`src/rtl/inst_encoder_writer.sv`:
```
// Packs field-level RV32I instructions into 32-bit words and writes them to consecutive imem words.
// Optional ENC_READBACK_CHECK_EN adds a read-back verify pass (RD/CMP states) and err_verify.
module inst_encoder_writer #(
    parameter int ADDR_W    = 10,
    parameter int BASE_ADDR = 0,
    parameter int DEPTH     = 256,
    localparam int CW       = $clog2(DEPTH + 1)
) (
    input  logic              clk,
    input  logic              reset,
    input  logic              clr,
    input  logic              in_valid,
    output logic              in_ready,
    input  logic [2:0]        fmt,
    input  logic [6:0]        opcode,
    input  logic [2:0]        fun3,
    input  logic [6:0]        fun7,
    input  logic [4:0]        rd,
    input  logic [4:0]        rs1,
    input  logic [4:0]        rs2,
    input  logic [31:0]       imm,
    output logic              imem_w_en,
    output logic [ADDR_W-1:0] imem_w_addr,
    output logic [31:0]       imem_w_data,
`ifdef ENC_READBACK_CHECK_EN
    output logic              imem_r_en,
    output logic [ADDR_W-1:0] imem_r_addr,
    input  logic [31:0]       imem_r_data,
    output logic              err_verify,
`endif
    output logic [CW-1:0]     count,
    output logic              full,
    output logic              err_fmt,
    output logic              err_align,
    output logic              err_range
);

    typedef enum logic [2:0] {
        FMT_R = 3'd0,
        FMT_I = 3'd1,
        FMT_S = 3'd2,
        FMT_B = 3'd3,
        FMT_U = 3'd4,
        FMT_J = 3'd5
    } fmt_e;

    typedef enum logic [2:0] {
        IDLE,
        ENC,
        WR,
        RD,
        CMP
    } state_e;

    state_e        state_q, state_d;
    logic [2:0]    fmt_q, fmt_d;
    logic [6:0]    op_q, op_d;
    logic [2:0]    fun3_q, fun3_d;
    logic [6:0]    fun7_q, fun7_d;
    logic [4:0]    rd_q, rd_d;
    logic [4:0]    rs1_q, rs1_d;
    logic [4:0]    rs2_q, rs2_d;
    logic [31:0]   imm_q, imm_d;
    logic [31:0]   word_q, word_d;
    logic [CW-1:0] count_q, count_d;
    logic          full_q, full_d;
    logic          err_fmt_q, err_fmt_d;
    logic          err_align_q, err_align_d;
    logic          err_range_q, err_range_d;
    logic          err_verify_q, err_verify_d;

    logic [31:0]   enc_word;
    logic          bad_fmt, bad_align, bad_range;
    logic [ADDR_W-1:0] cur_addr;

    always_comb begin
        enc_word  = '0;
        bad_fmt   = 1'b0;
        bad_align = 1'b0;
        bad_range = 1'b0;
        case (fmt_q)
            FMT_R: enc_word = {fun7_q, rs2_q, rs1_q, fun3_q, rd_q, op_q};
            FMT_I: begin
                enc_word  = {imm_q[11:0], rs1_q, fun3_q, rd_q, op_q};
                bad_range = (imm_q[31:11] != '0) && (imm_q[31:11] != '1);
            end
            FMT_S: begin
                enc_word  = {imm_q[11:5], rs2_q, rs1_q, fun3_q, imm_q[4:0], op_q};
                bad_range = (imm_q[31:11] != '0) && (imm_q[31:11] != '1);
            end
            FMT_B: begin
                enc_word  = {imm_q[12], imm_q[10:5], rs2_q, rs1_q, fun3_q,
                             imm_q[4:1], imm_q[11], op_q};
                bad_align = imm_q[0];
                bad_range = (imm_q[31:12] != '0) && (imm_q[31:12] != '1);
            end
            FMT_U: begin
                enc_word  = {imm_q[31:12], rd_q, op_q};
                bad_range = (imm_q[11:0] != '0);
            end
            FMT_J: begin
                enc_word  = {imm_q[20], imm_q[10:1], imm_q[11], imm_q[19:12], rd_q, op_q};
                bad_align = imm_q[0];
                bad_range = (imm_q[31:20] != '0) && (imm_q[31:20] != '1);
            end
            default: bad_fmt = 1'b1;
        endcase
    end

    always_comb begin
        state_d      = state_q;
        fmt_d        = fmt_q;
        op_d         = op_q;
        fun3_d       = fun3_q;
        fun7_d       = fun7_q;
        rd_d         = rd_q;
        rs1_d        = rs1_q;
        rs2_d        = rs2_q;
        imm_d        = imm_q;
        word_d       = word_q;
        count_d      = count_q;
        full_d       = full_q;
        err_fmt_d    = err_fmt_q;
        err_align_d  = err_align_q;
        err_range_d  = err_range_q;
        err_verify_d = err_verify_q;
        case (state_q)
            IDLE: begin
                if (in_valid && in_ready) begin
                    fmt_d   = fmt;
                    op_d    = opcode;
                    fun3_d  = fun3;
                    fun7_d  = fun7;
                    rd_d    = rd;
                    rs1_d   = rs1;
                    rs2_d   = rs2;
                    imm_d   = imm;
                    state_d = ENC;
                end
            end
            ENC: begin
                // Only the highest-priority failing check raises its flag
                state_d = IDLE;
                if (bad_fmt) begin
                    err_fmt_d = 1'b1;
                end else if (bad_align) begin
                    err_align_d = 1'b1;
                end else if (bad_range) begin
                    err_range_d = 1'b1;
                end else begin
                    word_d  = enc_word;
                    state_d = WR;
                end
            end
`ifdef ENC_READBACK_CHECK_EN
            WR:  state_d = RD;
            RD:  state_d = CMP;
            CMP: begin
                if (imem_r_data != word_q) begin
                    err_verify_d = 1'b1;
                end
                count_d = count_q + CW'(1);
                full_d  = (count_q == CW'(DEPTH - 1));
                state_d = IDLE;
            end
`else
            WR: begin
                count_d = count_q + CW'(1);
                full_d  = (count_q == CW'(DEPTH - 1));
                state_d = IDLE;
            end
`endif
            default: state_d = IDLE;
        endcase
        if (clr) begin
            state_d      = IDLE;
            count_d      = '0;
            full_d       = 1'b0;
            err_fmt_d    = 1'b0;
            err_align_d  = 1'b0;
            err_range_d  = 1'b0;
            err_verify_d = 1'b0;
        end
    end

    always_ff @(posedge clk or negedge reset) begin
        if (!reset) begin
            state_q      <= IDLE;
            fmt_q        <= '0;
            op_q         <= '0;
            fun3_q       <= '0;
            fun7_q       <= '0;
            rd_q         <= '0;
            rs1_q        <= '0;
            rs2_q        <= '0;
            imm_q        <= '0;
            word_q       <= '0;
            count_q      <= '0;
            full_q       <= 1'b0;
            err_fmt_q    <= 1'b0;
            err_align_q  <= 1'b0;
            err_range_q  <= 1'b0;
            err_verify_q <= 1'b0;
        end else begin
            state_q      <= state_d;
            fmt_q        <= fmt_d;
            op_q         <= op_d;
            fun3_q       <= fun3_d;
            fun7_q       <= fun7_d;
            rd_q         <= rd_d;
            rs1_q        <= rs1_d;
            rs2_q        <= rs2_d;
            imm_q        <= imm_d;
            word_q       <= word_d;
            count_q      <= count_d;
            full_q       <= full_d;
            err_fmt_q    <= err_fmt_d;
            err_align_q  <= err_align_d;
            err_range_q  <= err_range_d;
            err_verify_q <= err_verify_d;
        end
    end

    // Gating with reset keeps in_ready low while reset is held; clr aborts a write in flight
    assign in_ready    = reset && (state_q == IDLE) && !full_q;
    assign cur_addr    = ADDR_W'(BASE_ADDR) + ADDR_W'({count_q, 2'b00});
    assign imem_w_en   = (state_q == WR) && !clr;
    assign imem_w_addr = cur_addr;
    assign imem_w_data = word_q;
    assign count       = count_q;
    assign full        = full_q;
    assign err_fmt     = err_fmt_q;
    assign err_align   = err_align_q;
    assign err_range   = err_range_q;
`ifdef ENC_READBACK_CHECK_EN
    assign imem_r_en   = (state_q == RD) && !clr;
    assign imem_r_addr = cur_addr;
    assign err_verify  = err_verify_q;
`else
    logic unused_verify;
    assign unused_verify = err_verify_q ^ err_verify_d;
`endif

endmodule
```
`config.mk`:
```
export PLATFORM = sky130hd
export DESIGN_NAME = inst_encoder_writer
export DESIGN_NICKNAME = d
export VERILOG_FILES = /design/src/rtl/inst_encoder_writer.sv
export SDC_FILE = /design/constraint.sdc
export NUM_CORES = 1
export LEC_CHECK = 0
export CAP_MARGIN = 15
export CORE_UTILIZATION = 30
export DETAILED_ROUTE_END_ITERATION = 10
export GPL_ROUTABILITY_DRIVEN = 0
export MAX_ROUTING_LAYER = met4
export PLACE_DENSITY = 0.5
export RECOVER_POWER = 50
export SLEW_MARGIN = 40
export SYNTH_ARGS = -nofsm -noshare
export SYNTH_HDL_FRONTEND = slang
export SYNTH_SLANG_ARGS = --single-unit
```
`constraint.sdc`:
```
create_clock -name clk -period 5.9 [get_ports clk]
set_clock_uncertainty 0.15 [all_clocks]
set_input_delay 1.18 -clock clk [delete_from_list [all_inputs] [get_ports clk]]
set_output_delay 1.18 -clock clk [all_outputs]
set_load 0.01 [all_outputs]
```
# After elaboration in Yosys (flattened, before gate mapping)
# Cells that the tools add are included.
# W data, S select, Z words.
# totals
output_inout_bits	57
ff_bits	115
wordCells	85
inputBits	71
# classes
bitwise	2
n_eq_ne	14
n_addsub	1
n_reduce_logical	28
n_mux	25
# op_table
cell	count
$pmux W32 S6	1
$reduce_bool A12 Y1	2
$ne A21 B21 Y1 const B	1
$reduce_bool A21 Y1	1
$ne A20 B20 Y1 const B	1
$reduce_bool A20 Y1	1
$mux W9	2
$mux W1	15
$ne A12 B12 Y1 const B	1
$reduce_bool A2 Y1	5
$add A9 B1 Y9 const B	1
$eq A3 B2 Y1 const B	3
$eq A9 B8 Y1 const B	1
$reduce_and A4 Y1	2
$logic_and A1 B1 Y1	7
$eq A3 B1 Y1 const B	2
$eq A3 B3 Y1 const B	2
$logic_not A3 Y1	2
$mux W2	3
$mux W3	2
$pmux W3 S2	1
$reduce_or A6 Y1	1
$pmux W1 S4	1
$reduce_and A2 Y1	2
other kinds (7)	10

# Depth between registers and ports, before layout
# logic_depth
word_depth	8
depth_mapped	9
ltp_nobuf	6

# Worst setup path after synthesis
# OpenSTA, ideal clock, no wires.
# synth_path
path_kind	input-to-output
startpoint	input port reset
endpoint	output port in_ready
t_arrival_ns	1.669
slack_ns	2.901
n_path_buf	0
cell_stages	1
required_ns	4.570
path_cell_list	nor4b_1
# synth_via
elab_chain_cells	2
# synth_lines
element	line	text
start: declaration	10	input logic reset,
$logic_and A1 B1 Y1 (2 in a row)	225	assign in_ready = reset && (state_q == IDLE) && !full_q;
end: declaration	13	output logic in_ready,
# Every way passes these cells.

# Worst setup path in the final report
# layout_path
startpoint	input port reset
endpoint	register rs2_q[3]
# layout_via
elab_chain_cells	4
# layout_lines
element	line	text
$logic_and A1 B1 Y1 (2 in a row)	225	
$logic_and A1 B1 Y1	129	if (in_valid && in_ready) begin
$reduce_and A2 Y1 (no source line)	-	
end signal: assignment	212	rs2_q <= rs2_d;
end: declaration	62	logic [4:0] rs2_q, rs2_d;
# Every way passes these cells.
# A chain may end at the register's enable or synchronous reset.

==> results.txt <==
----------------------------------------------------
[Outcome]
  Result of the run ... finished with violations
  Failing checks ... capacitance limit, slew limit

[Timing]
  Final critical-path share of the clock period ... 78.25%
  Worst relative slew slack ... -106.0%
  Final count of pins violating max slew ... 126
  Setup TNS ... 0 ns
  Final min period ... 4.617 ns
  Post-route worst setup slack ... 1.283 ns
  Final setup violation count ... 0
  Slew at the pin with the worst max-slew slack ... 3.091 ns
  Top achievable clock speed ... 216.6 MHz
  Unrepaired setup endpoints after global routing ... no
  Hold violation count in the final report ... 0

[Clock network]
  Number of buffers inserted during clock tree synthesis ... 17
  Post-CTS setup buffers ... 0
  Hold Buf Count CTS ... 0
  Post-cts sizing count ... 0
  TritonCTS clock tree ... done
  Library cell used as clock root buffer ... sky130_fd_sc_hd__clkbuf_16
  Max clock buf depth ... 2
  Clock latency of the later-clocked register in the worst-skew pair ... 0.41 ns
  Clock slew seen by the registers of the worst setup and hold paths ... 0.05 ns
  Clock sink total ... 114
  CTS H-tree lvls ... 4

[Yosys]
  #FFs+latches synth ... 114
  Instance count of the mapped netlist ... 430
  Number of different library cells in the post-synthesis netlist ... 43
  Area share of the largest cell type after synthesis ... 53.42%
  Portion of the post-synthesis area used by sequential elements ... 53.42%
  Synth Cell Area ... 0.005340 mm²
  Mean cell area of the mapped netlist ... 12.42 µm²
  Yosys synthesis warning count ... 0
  Share of synthesized flip-flops with an asynchronous set or reset ... 100.0%
  Count of flip-flops with a built-in enable after synthesis ... 0
  Cells taking the most area after synthesis ... sky130_fd_sc_hd__dfrtp_1, sky130_fd_sc_hd__mux2_2, sky130_fd_sc_hd__mux2_4
  Synth area leader ... sky130_fd_sc_hd__dfrtp_1
  Primary flip-flop cell chosen by synthesis mapping ... sky130_fd_sc_hd__dfrtp_1

[Floorplanning]
  Initial Util ... 30.77%
  Total die area ... 0.01834 mm²
  Row cnt ... 48
  Die span in x ... 135.4 µm
  Area of the placeable core ... 0.01736 mm²
  Height of the die ... 135.4 µm
  I/O Pins ... 128

[Placement]
  Port-buffer cells ... 125
  Half-perimeter wire length after placement ... 9.063 mm
  Placed Area ... 0.006664 mm²
  Worst slack at placement ... 1.853 ns

[Final layout]
  Non-Filler Cell Area, Final ... 0.007138 mm²
  Layout Utilization ... 41.13%
  Final #Nets ... 617
  Share of final-layout standard cells stronger than drive strength 1 ... 23.38%
  Number of filler cells placed in the layout ... 1627
  Antenna diode instance count ... 0
  Area overhead of the layout relative to synthesis ... 33.67%

[Global routing]
  Total overflow reported by the global router ... 0
  Number of antenna violations at the first check in global routing ... 0
  Global-route wire length before repair ... 21.18 mm
  Largest net degree at the start of global routing ... 70
  Via count of the first global-routing pass ... 3832
  Global-route usage over all layers ... 16.04%

[Power]
  Worst supply voltage drop on vdd ... 0.2198 mV
  Pwr Density ... 389.8 mW/mm²
  Leak ... 3.096 nW

[Routing]
  Avg Vias per Cell ... 4.768
  Total number of vias ... 3724
  Number of iterations in the first detailed-routing pass ... 4
  Drt wl/cell ... 17.29 µm
  Post-DRT Antenna Nets ... 0
  Total wire length ... 13.50 mm
  Total DRC errors in the routed layout ... 0
  First DRT Iteration DRCs ... 172

[Min path]
  Hold path cells ... 2
  Hold crit path type ... reg -> reg

[Setup path]
  Reg2reg path depth ... 7
  Crit path kind ... in -> reg
  Largest fanout on the critical path ... 69
  Category of the worst setup path capture point ... flop
  CP arrival ... 4.75 ns
  Kind of launch point of the worst setup path ... primary input
  Req. time, crit path ... 6.03 ns

[Job]
  Count of max-cap constraint violations ... 2

----------------------------------------------------
[cells by family (layout without fill, tap and decap cells)]
logic type | count (synthesis) | after routing | share of synthesized area, %
adders and majority gates | 2 | 2 | 0.4685
AOI/OAI and AO/OA | 62 | 62 | 7.357
other | 1 | 2 | 0.07022
DFF | 114 | 114 | 53.42
xor gates and xnor gates | 6 | 6 | 0.9841
and+or+nand+nor | 82 | 82 | 7.709
muxes | 104 | 104 | 23.24
buffers and inverters | 59 | 184 | 6.748
[path summary, 6_finish.rpt]
path / slack, ns / endpoint / start
max in group asynchronous: 2.02 / imem_w_data[30] / reset
min: 0.35 / err_range / err_range
max reg2reg: 1.68 / imem_w_data[29] / fmt_q[2]
min reg2reg: 0.35 / err_range / err_range
min in group asynchronous: 1.84 / imm_q[19] / reset
max: 1.28 / rs2_q[3] / reset
[power by group]
part           switching, W  total, W  leakage [nW]  internal, W
clock network      0.000349  0.000898         0.257     0.000550
registers          0.000158   0.00113          1.40     0.000976
logic              0.000280  0.000751          1.44     0.000470
total              0.000787   0.00278          3.10      0.00200
[layout by cell type (no fill, tap or decap), types with 2 or more instances in the layout]
master | netlist | routed
sky130_fd_sc_hd__nor2_1 | 16 | 16
sky130_fd_sc_hd__or3_1 | 2 | 2
sky130_fd_sc_hd__and2b_2 | 3 | 3
sky130_fd_sc_hd__clkbuf_16 | 0 | 17
sky130_fd_sc_hd__nor3_1 | 2 | 2
sky130_fd_sc_hd__xnor2_1 | 2 | 2
sky130_fd_sc_hd__clkdlybuf4s50_1 | 0 | 122
sky130_fd_sc_hd__a22oi_1 | 18 | 18
sky130_fd_sc_hd__a211oi_1 | 2 | 2
sky130_fd_sc_hd__ha_1 | 2 | 2
sky130_fd_sc_hd__o21ai_0 | 21 | 21
sky130_fd_sc_hd__nor2b_1 | 4 | 4
sky130_fd_sc_hd__a21oi_1 | 6 | 6
sky130_fd_sc_hd__nor4_1 | 7 | 7
sky130_fd_sc_hd__inv_1 | 23 | 23
sky130_fd_sc_hd__mux2_4 | 22 | 22
sky130_fd_sc_hd__nand4_1 | 8 | 8
sky130_fd_sc_hd__o22ai_1 | 6 | 6
sky130_fd_sc_hd__buf_4 | 10 | 2
sky130_fd_sc_hd__nand2_1 | 31 | 31
sky130_fd_sc_hd__o31ai_1 | 3 | 3
sky130_fd_sc_hd__clkinv_2 | 0 | 7
sky130_fd_sc_hd__conb_1 | 1 | 2
sky130_fd_sc_hd__mux2i_1 | 10 | 10
sky130_fd_sc_hd__dfrtp_1 | 114 | 114
sky130_fd_sc_hd__a31oi_1 | 2 | 2
sky130_fd_sc_hd__clkbuf_8 | 1 | 2
sky130_fd_sc_hd__dlygate4sd3_1 | 0 | 2
sky130_fd_sc_hd__clkbuf_1 | 10 | 8
sky130_fd_sc_hd__mux2_2 | 72 | 72
sky130_fd_sc_hd__nand3_1 | 2 | 2
sky130_fd_sc_hd__xor2_1 | 4 | 4
[final cells by class]
cell class	count	area, µm²	share of cell area (%)
inverters	23	86.33	1.209
repair buffers	130	1279	17.91
clock buffers	24	471.7	6.608
well taps	225	281.5	3.944
multi-input cells	258	2132	29.87
flip-flops and latches	114	2853	39.96
clock inverters	7	35.03	0.4908
[synth_stat cells (3+ instances only)]
cell type	instances
sky130_fd_sc_hd__nor2_1	16
sky130_fd_sc_hd__mux2_4	22
sky130_fd_sc_hd__nand4_1	8
sky130_fd_sc_hd__dfrtp_1	114
sky130_fd_sc_hd__nand2_1	31
sky130_fd_sc_hd__mux2i_1	10
sky130_fd_sc_hd__o31ai_1	3
sky130_fd_sc_hd__a21oi_1	6
sky130_fd_sc_hd__nor4_1	7
sky130_fd_sc_hd__a22oi_1	18
sky130_fd_sc_hd__xor2_1	4
sky130_fd_sc_hd__mux2_2	72
sky130_fd_sc_hd__buf_4	10
sky130_fd_sc_hd__buf_1	8
sky130_fd_sc_hd__inv_1	23
sky130_fd_sc_hd__buf_12	4
sky130_fd_sc_hd__clkbuf_1	10
sky130_fd_sc_hd__o22ai_1	6
sky130_fd_sc_hd__nor2b_1	4
sky130_fd_sc_hd__o21ai_0	21
sky130_fd_sc_hd__and2b_2	3
[stage by stage]
step / hold slack (ns) / cells / power, W
detailed placement: 0.3405 / 750 / 0.001902
CTS: 0.3538 / 781 / 0.002822
floorplan: 0.3287 / 431 / 0.001526
global route: 0.3679 / 781 / 0.002939
finish: 0.3500 / 781 / 0.002783
global placement: 0.3370 / 750 / 0.001888
[metal layers]
layer	vias to the layer above	track usage (%)	wire, µm
li1	1738	-	-
met1	1871	20.71	6403
met2	102	23.56	6212
met3	13	5.387	695
met4	0	5.119	189
met5	-	-	0
[flip-flops by register name, summed over array words and instances (netlist names), 2 cells and up]
| name | count |
|---|---|
| imem_w_data | 32 |
| rs2_q | 5 |
| op_q | 7 |
| rd_q | 5 |
| rs1_q | 5 |
| state_q | 2 |
| imm_q | 32 |
| fmt_q | 3 |
| fun7_q | 7 |
| fun3_q | 3 |
| count | 9 |
[worst max-delay path, stage by stage]
cell and delay, ns:
sky130_fd_sc_hd__clkbuf_1 0.16, sky130_fd_sc_hd__nor4b_1 0.52, sky130_fd_sc_hd__nand2_1 1.82, sky130_fd_sc_hd__mux2_2 0.95
Power figures use the tool's default switching activity.
